<file path="src/rtl/usb_config_sequencer.sv">
// usb_config_sequencer: turns the bridge's 32-bit word stream into addressed
// configuration frame writes. The first word of a transfer is a header
// {8'hFA, start_row, row_count}; the following words are emitted as frames
// through a 1-entry holding buffer with a valid/ready handshake.
// Optional feature: define USB_CONFIG_SEQ_CHECKSUM_EN to expect a trailing
// XOR checksum word after the last frame.
module usb_config_sequencer #(
    parameter int unsigned NUM_ROWS       = 16,
    parameter int unsigned FRAMES_PER_ROW = 20,
    parameter int unsigned ROW_W          = 8,
    parameter int unsigned FRAME_W        = 5
) (
    input  logic                     clk_i,
    input  logic                     reset_i,
    input  logic                     word_strobe_i,
    input  logic [31:0]              word_data_i,
    input  logic                     abort_i,
    input  logic                     clear_i,
    output logic                     frame_valid_o,
    input  logic                     frame_ready_i,
    output logic [31:0]              frame_data_o,
    output logic [ROW_W+FRAME_W-1:0] frame_addr_o,
    output logic                     busy_o,
    output logic                     done_o,
    output logic                     error_o
);

    // Wide enough for any 16-bit row_count times FRAMES_PER_ROW.
    localparam int unsigned RemW = 24;

`ifdef USB_CONFIG_SEQ_CHECKSUM_EN
    typedef enum logic [2:0] {StIdle, StLoad, StCheck, StDone, StError} state_e;
`else
    typedef enum logic [2:0] {StIdle, StLoad, StDone, StError} state_e;
`endif

    state_e             state_q, state_d;
    logic [31:0]        buf_q, buf_d;
    logic               buf_full_q, buf_full_d;
    logic [ROW_W-1:0]   row_q, row_d;
    logic [FRAME_W-1:0] idx_q, idx_d;
    logic [RemW-1:0]    rem_q, rem_d;
`ifdef USB_CONFIG_SEQ_CHECKSUM_EN
    logic [31:0]        xor_q, xor_d;
`endif

    logic [7:0]  hdr_start;
    logic [15:0] hdr_count;
    logic        hdr_ok;
    logic        xfer;
    logic        accept;

    assign hdr_start = word_data_i[23:16];
    assign hdr_count = word_data_i[15:0];
    // 17-bit sum so start_row + row_count cannot wrap.
    assign hdr_ok = (word_data_i[31:24] == 8'hFA) && (hdr_count != 16'd0) &&
                    (({9'd0, hdr_start} + {1'b0, hdr_count}) <= 17'(NUM_ROWS));

    assign xfer = (state_q == StLoad) && buf_full_q && frame_ready_i;
    // Once the buffer holds the final data word, further strobes are not data.
    assign accept = word_strobe_i && !(buf_full_q && (rem_q == RemW'(1)));

    // Next-state logic: abort/clear first, then header, data and checksum handling.
    always_comb begin
        state_d    = state_q;
        buf_d      = buf_q;
        buf_full_d = buf_full_q;
        row_d      = row_q;
        idx_d      = idx_q;
        rem_d      = rem_q;
`ifdef USB_CONFIG_SEQ_CHECKSUM_EN
        xor_d      = xor_q;
`endif
        if (clear_i || (abort_i && (state_q != StError))) begin
            state_d    = StIdle;
            buf_full_d = 1'b0;
            row_d      = '0;
            idx_d      = '0;
            rem_d      = '0;
        end else begin
            case (state_q)
                StIdle: begin
                    if (word_strobe_i) begin
                        if (hdr_ok) begin
                            state_d = StLoad;
                            row_d   = ROW_W'(hdr_start);
                            idx_d   = '0;
                            rem_d   = RemW'(hdr_count) * RemW'(FRAMES_PER_ROW);
`ifdef USB_CONFIG_SEQ_CHECKSUM_EN
                            xor_d   = '0;
`endif
                        end else begin
                            state_d = StError;
                        end
                    end
                end
                StLoad: begin
                    if (xfer) begin
                        buf_full_d = 1'b0;
                        rem_d      = rem_q - RemW'(1);
`ifdef USB_CONFIG_SEQ_CHECKSUM_EN
                        xor_d      = xor_q ^ buf_q;
`endif
                        if (idx_q == FRAME_W'(FRAMES_PER_ROW - 1)) begin
                            idx_d = '0;
                            row_d = row_q + ROW_W'(1);
                        end else begin
                            idx_d = idx_q + FRAME_W'(1);
                        end
                        if (rem_q == RemW'(1)) begin
`ifdef USB_CONFIG_SEQ_CHECKSUM_EN
                            state_d = StCheck;
`else
                            state_d = StDone;
`endif
                        end
                    end
                    if (accept) begin
                        if (buf_full_q && !xfer) begin
                            // Overflow: drop the word and flush the buffer.
                            state_d    = StError;
                            buf_full_d = 1'b0;
                        end else begin
                            buf_d      = word_data_i;
                            buf_full_d = 1'b1;
                        end
                    end
                end
`ifdef USB_CONFIG_SEQ_CHECKSUM_EN
                StCheck: begin
                    if (word_strobe_i) begin
                        state_d = (word_data_i == xor_q) ? StDone : StError;
                    end
                end
`endif
                StDone: begin
                    state_d = StIdle;
                    row_d   = '0;
                    idx_d   = '0;
                    rem_d   = '0;
                end
                StError: begin
                    state_d = StError;
                end
                default: state_d = StIdle;
            endcase
        end
    end

    // State and datapath registers with synchronous reset.
    always_ff @(posedge clk_i) begin
        if (reset_i) begin
            state_q    <= StIdle;
            buf_q      <= '0;
            buf_full_q <= 1'b0;
            row_q      <= '0;
            idx_q      <= '0;
            rem_q      <= '0;
`ifdef USB_CONFIG_SEQ_CHECKSUM_EN
            xor_q      <= '0;
`endif
        end else begin
            state_q    <= state_d;
            buf_q      <= buf_d;
            buf_full_q <= buf_full_d;
            row_q      <= row_d;
            idx_q      <= idx_d;
            rem_q      <= rem_d;
`ifdef USB_CONFIG_SEQ_CHECKSUM_EN
            xor_q      <= xor_d;
`endif
        end
    end

    assign frame_valid_o = buf_full_q;
    assign frame_data_o  = buf_q;
    assign frame_addr_o  = {row_q, idx_q};
    assign busy_o        = (state_q != StIdle) && (state_q != StError);
    assign done_o        = (state_q == StDone);
    assign error_o       = (state_q == StError);

endmodule

</file>
<file path="config.mk">
export PLATFORM = sky130hd
export DESIGN_NAME = usb_config_sequencer
export DESIGN_NICKNAME = d
export VERILOG_FILES = /design/src/rtl/usb_config_sequencer.sv
export SDC_FILE = /design/constraint.sdc
export NUM_CORES = 1
export LEC_CHECK = 0
export CAP_MARGIN = 20
export CORE_ASPECT_RATIO = 0.75
export CORE_MARGIN = 2
export CORE_UTILIZATION = 45
export DETAILED_ROUTE_END_ITERATION = 10
export GPL_ROUTABILITY_DRIVEN = 0
export PLACE_DENSITY = 0.72
export SLEW_MARGIN = 10
export SYNTH_ARGS = -nofsm -noshare
export SYNTH_HDL_FRONTEND = slang
export SYNTH_SLANG_ARGS = --single-unit
</file>
<file path="constraint.sdc">
create_clock -name clk_i -period 10.5 [get_ports clk_i]
set_clock_uncertainty 0.1 [all_clocks]
set_input_delay 2.625 -clock clk_i [delete_from_list [all_inputs] [get_ports clk_i]]
set_output_delay 2.625 -clock clk_i [all_outputs]
set_load 0.02 [all_outputs]
</file>
==> results list <==
- Outcome: completed
* Cell type of the slowest stage on the worst timing path: sky130_fd_sc_hd__clkdlybuf4s50_1
- Number of cells on the worst hold path: 2
* Critical Path, Cell by Cell: clkdlybuf4s50_1, ha_1, fa_1, a211oi_2, o21ai_2, a21oi_2, o2111ai_1, nor4_1, nand4b_1, a21oi_4, buf_4, nand2_1, o32ai_1
* Skew-Pair Late Insertion Delay: 0.34 ns
* Leftover overflow at the end of global routing: 0
* Die outline height: 96.03 um
- Combined flip-flop and latch cell area: 1461 sq um
- Setup violations remaining at the end of the flow were counted as 0.
- Signal routing reaches up to met4.
- Vias after detailed routing: 5037
- In the finished design, the share of the clock period the worst path needs comes to 0.6243.
- Count of hold-fix buffers inserted at cts: 0
* Initial detailed-routing violation count: 415
* Shortest period the worst path allows: 6.555 ns
- The via count of the first global-routing pass came to 4732.
- The tree built by TritonCTS fans out to 73 sinks.
* Sum of met3 wire segment lengths after detailed routing: 1.001 mm
- Most common cell after layout, fill and taps aside: sky130_fd_sc_hd__clkdlybuf4s50_1
* Largest net degree at the start of global routing: 59
- Wire length of the first global-routing pass: 23.60 mm
- TritonCTS built the clock tree.
- At the pin with the least slew margin, the transition time is 0.5660 ns.
- Routed length on met2: 6.743 mm
- Number of enable flip-flop cells after synthesis: 0
- Critical path arrival: 6.70 ns
* Fraction of layout instances using a drive strength above 1: 0.06522
* Dominant cells by area after synthesis: sky130_fd_sc_hd__dfxtp_1 (29%), sky130_fd_sc_hd__ha_1 (9.8%), sky130_fd_sc_hd__mux2i_1 (6.9%)
* Origin of the worst min-delay path: frame_data_o[12]$_SDFFE_PP0P_
- FFs w/ async S/R, synth: 0
- Mapped cell area: 5081 sq um
* Antenna diodes: 0
* Setup repair after global routing missed its margin: no
- Port Buffer Count: 86
* Peak clock frequency supported by timing: 152.6 MHz
* Post-layout net count: 765
* Setup slack, reg-to-reg: 7.22 ns
- Synth-to-layout area growth: 24.75%
- All-layer global routing usage: 0.2412
* Count of buffer and inverter cells on the critical path: 2
- Number of cell instances on the worst register-to-register path: 9
- TritonCTS created 9 clock buffers.
* Max Slew Vio Count: 0
- CTS resizes: 0
- Summing all multi-input logic gate instances after layout gives 3392 sq um.
- Number of remaining DRC errors: 0
- Maxcap violations: 0
- Counting flops and latches in the post-synthesis netlist gives 73.
* Standard cell core area: 10980 sq um
- After legalization and detailed placement, the total HPWL measured 10.51 mm.
- Standby leakage power: 2.619 nW
- Yosys top cell by area: sky130_fd_sc_hd__dfxtp_1
* IO Pins: 87
* Final Hold Viols: 0
* Required time reported for the critical path endpoint: 10.64 ns
* Pwr Density: 120.1 nW/um^2
- Worst Hold Endpoint: frame_data_o[12]$_SDFFE_PP0P_
- Routed wire length per instance: 17.62 um
* Initial antenna violation count: 0
* Area share of the largest cell type after synthesis: 0.2876
* Worst hold slack across all endpoints: 0.3991 ns
- The path class of the tightest hold or removal check is reg -> reg.
- Most used flip-flop cell after synthesis: sky130_fd_sc_hd__dfxtp_1
- Synthesis instantiated 69 different standard cells from the library.
- Most frequent cells in the layout: sky130_fd_sc_hd__clkdlybuf4s50_1 (86), sky130_fd_sc_hd__nor2_1 (76), sky130_fd_sc_hd__dfxtp_1 (73)
* Starting Density: 0.4626
* Peak ir drop on the vdd network: 80.95 uV
* Post-route ant nets: 0
- Internal power consumption: 0.0005553 W
- Setup Crit Path Kind: in -> reg
* Maximum level of the CTS H-tree: 3
- Counting the fill cells in the layout gives 978.
* Post-Syn Nets: 692
* Die area: 12170 sq um
- Mean cell area of the mapped netlist: 8.302 sq um
- Max clock buf depth: 2
* Mean number of vias per cell: 6.069
- The completed layout was analyzed and its total power is 0.0007613 W.
* Delay of the slowest cell on the worst path: 0.59 ns
- Headroom to the max-slew limit: 0.6227
- Share of power burned in combinational logic: 0.185
* Type of element capturing the critical path: register
- For this block, the routed nets add up to 14.62 mm of wire.
- Share of synthesized area occupied by flip-flops and latches: 0.2876
- Buffers inserted during post-CTS setup optimization: 0
- Of the total power, the share spent switching nets is 0.2706.
- Power share of the sequential group: 0.366
* Share of total power in the clock network: 0.449
- Clock-pin slew of the registers on the worst-case setup and hold paths: 0.06 ns
- After detailed routing, the wire length on met1 is 6.766 mm.
- Among cell families on the critical path, the largest total delay comes from compound AO/OA/AOI/OAI gates.
- The floorplan step set the die width to 126.7 um.
* Worst reg2reg path endpoint: frame_data_o[5]$_SDFFE_PP0P_
* Sum of negative setup slack: 0 ns
- Number of warnings reported in the yosys synthesis log: 0
- The initialized floorplan defines 33 standard-cell rows.
- The startpoint identified for the worst register-to-register timing path is rem_q[4]$_SDFFE_PP0P_.
- Of all nets on the critical path, the largest fanout is 58.
- Power dissipated by switching net loads: 0.0002060 W
- CTS Root Cell: sky130_fd_sc_hd__clkbuf_16
* Critical path startpoint category: input pin
* Synthesized instance count: 612
- The pre-antenna-repair detailed-routing pass consisted of 5 iterations.
[through the flow]
step	cell area, sq um	worst slack [ns]	util	instances
3_5_place_dp	6010	3.640	0.5472	814
6_report	6339	3.945	0.5771	830
4_1_cts	6339	3.978	0.5771	830
3_3_place_gp	6010	3.832	0.5472	814
2_1_floorplan	5081	5.106	-	612
5_1_grt	6339	3.662	0.5771	830
[power by group through the flow]
| stage | sequential, W | clock, W | combinational [W] |
|---|---|---|---|
| 4_1_cts | 0.000278 | 0.000347 | 0.000140 |
| 3_5_place_dp | 0.000285 | 0 | 0.000138 |
| 3_3_place_gp | 0.000285 | 0 | 0.000135 |
| 6_report | 0.000278 | 0.000342 | 0.000141 |
| 5_1_grt | 0.000278 | 0.000361 | 0.000155 |
| 2_1_floorplan | 0.000285 | 0 | 0.0000934 |
[Yosys cell counts (10+ instances only)]
master and instances:
sky130_fd_sc_hd__a21oi_1 42, sky130_fd_sc_hd__a32o_1 13, sky130_fd_sc_hd__clkbuf_1 20, sky130_fd_sc_hd__dfxtp_1 73, sky130_fd_sc_hd__ha_1 40, sky130_fd_sc_hd__inv_1 16, sky130_fd_sc_hd__mux2i_1 35, sky130_fd_sc_hd__nand2_1 39
sky130_fd_sc_hd__nand3_1 16, sky130_fd_sc_hd__nor2_1 76, sky130_fd_sc_hd__nor3_1 28, sky130_fd_sc_hd__nor4_1 14, sky130_fd_sc_hd__o21ai_0 33, sky130_fd_sc_hd__xnor2_1 10
[worst min-delay path, delay by kind of cell (launching register included)]
kind	cells	cell delay [ns]
DFF	1	0.32
muxes	1	0.07
and+or+nand+nor	1	0.07
[cells by family after synthesis]
kind of cell	count (synthesis)	share of synthesized area
AO/OA/AOI/OAI	175	0.2423
XOR/XNOR	17	0.02930
adder cells (fa/ha/maj)	42	0.1064
buffers and inverters	48	0.04728
flip-flops	73	0.2876
multiplexers	36	0.07117
other	1	0.0007380
AND/OR/NAND/NOR	220	0.2152
[metal layers]
metal  vias up  global-route usage
li1       2458                   -
met1      2368              0.3236
met2       199              0.3991
met3        12             0.06226
met4         0             0.04396
met5         -                   0
[cell type report]
| cell class | instances | share of cell area |
|---|---|---|
| multi-input combinational | 491 | 0.5351 |
| sequential | 73 | 0.2306 |
| timing repair buffer | 94 | 0.1453 |
| clock buffer | 10 | 0.03770 |
| tap | 140 | 0.02764 |
| clock inverter | 6 | 0.01421 |
| inverter | 16 | 0.009475 |
[registers in the layout, summed over array words and instances (netlist names)]
register and cells:
frame_data_o 32, frame_valid_o 1, idx_q 5, rem_q 24, row_q 8, state_q 3
[how the worst max path moves through the flow]
stage,from,to,cells after the start
after floorplan,word_data_i[0],rem_q[11]$_SDFFE_PP0P_,12
after global placement,word_data_i[0],row_q[2]$_SDFFE_PP0P_,13
after detailed placement,word_data_i[0],row_q[2]$_SDFFE_PP0P_,13
after CTS,word_data_i[0],row_q[2]$_SDFFE_PP0P_,13
after global routing,word_data_i[0],row_q[2]$_SDFFE_PP0P_,13
final,word_data_i[0],row_q[2]$_SDFFE_PP0P_,13
(Power assumes the default switching activity.)
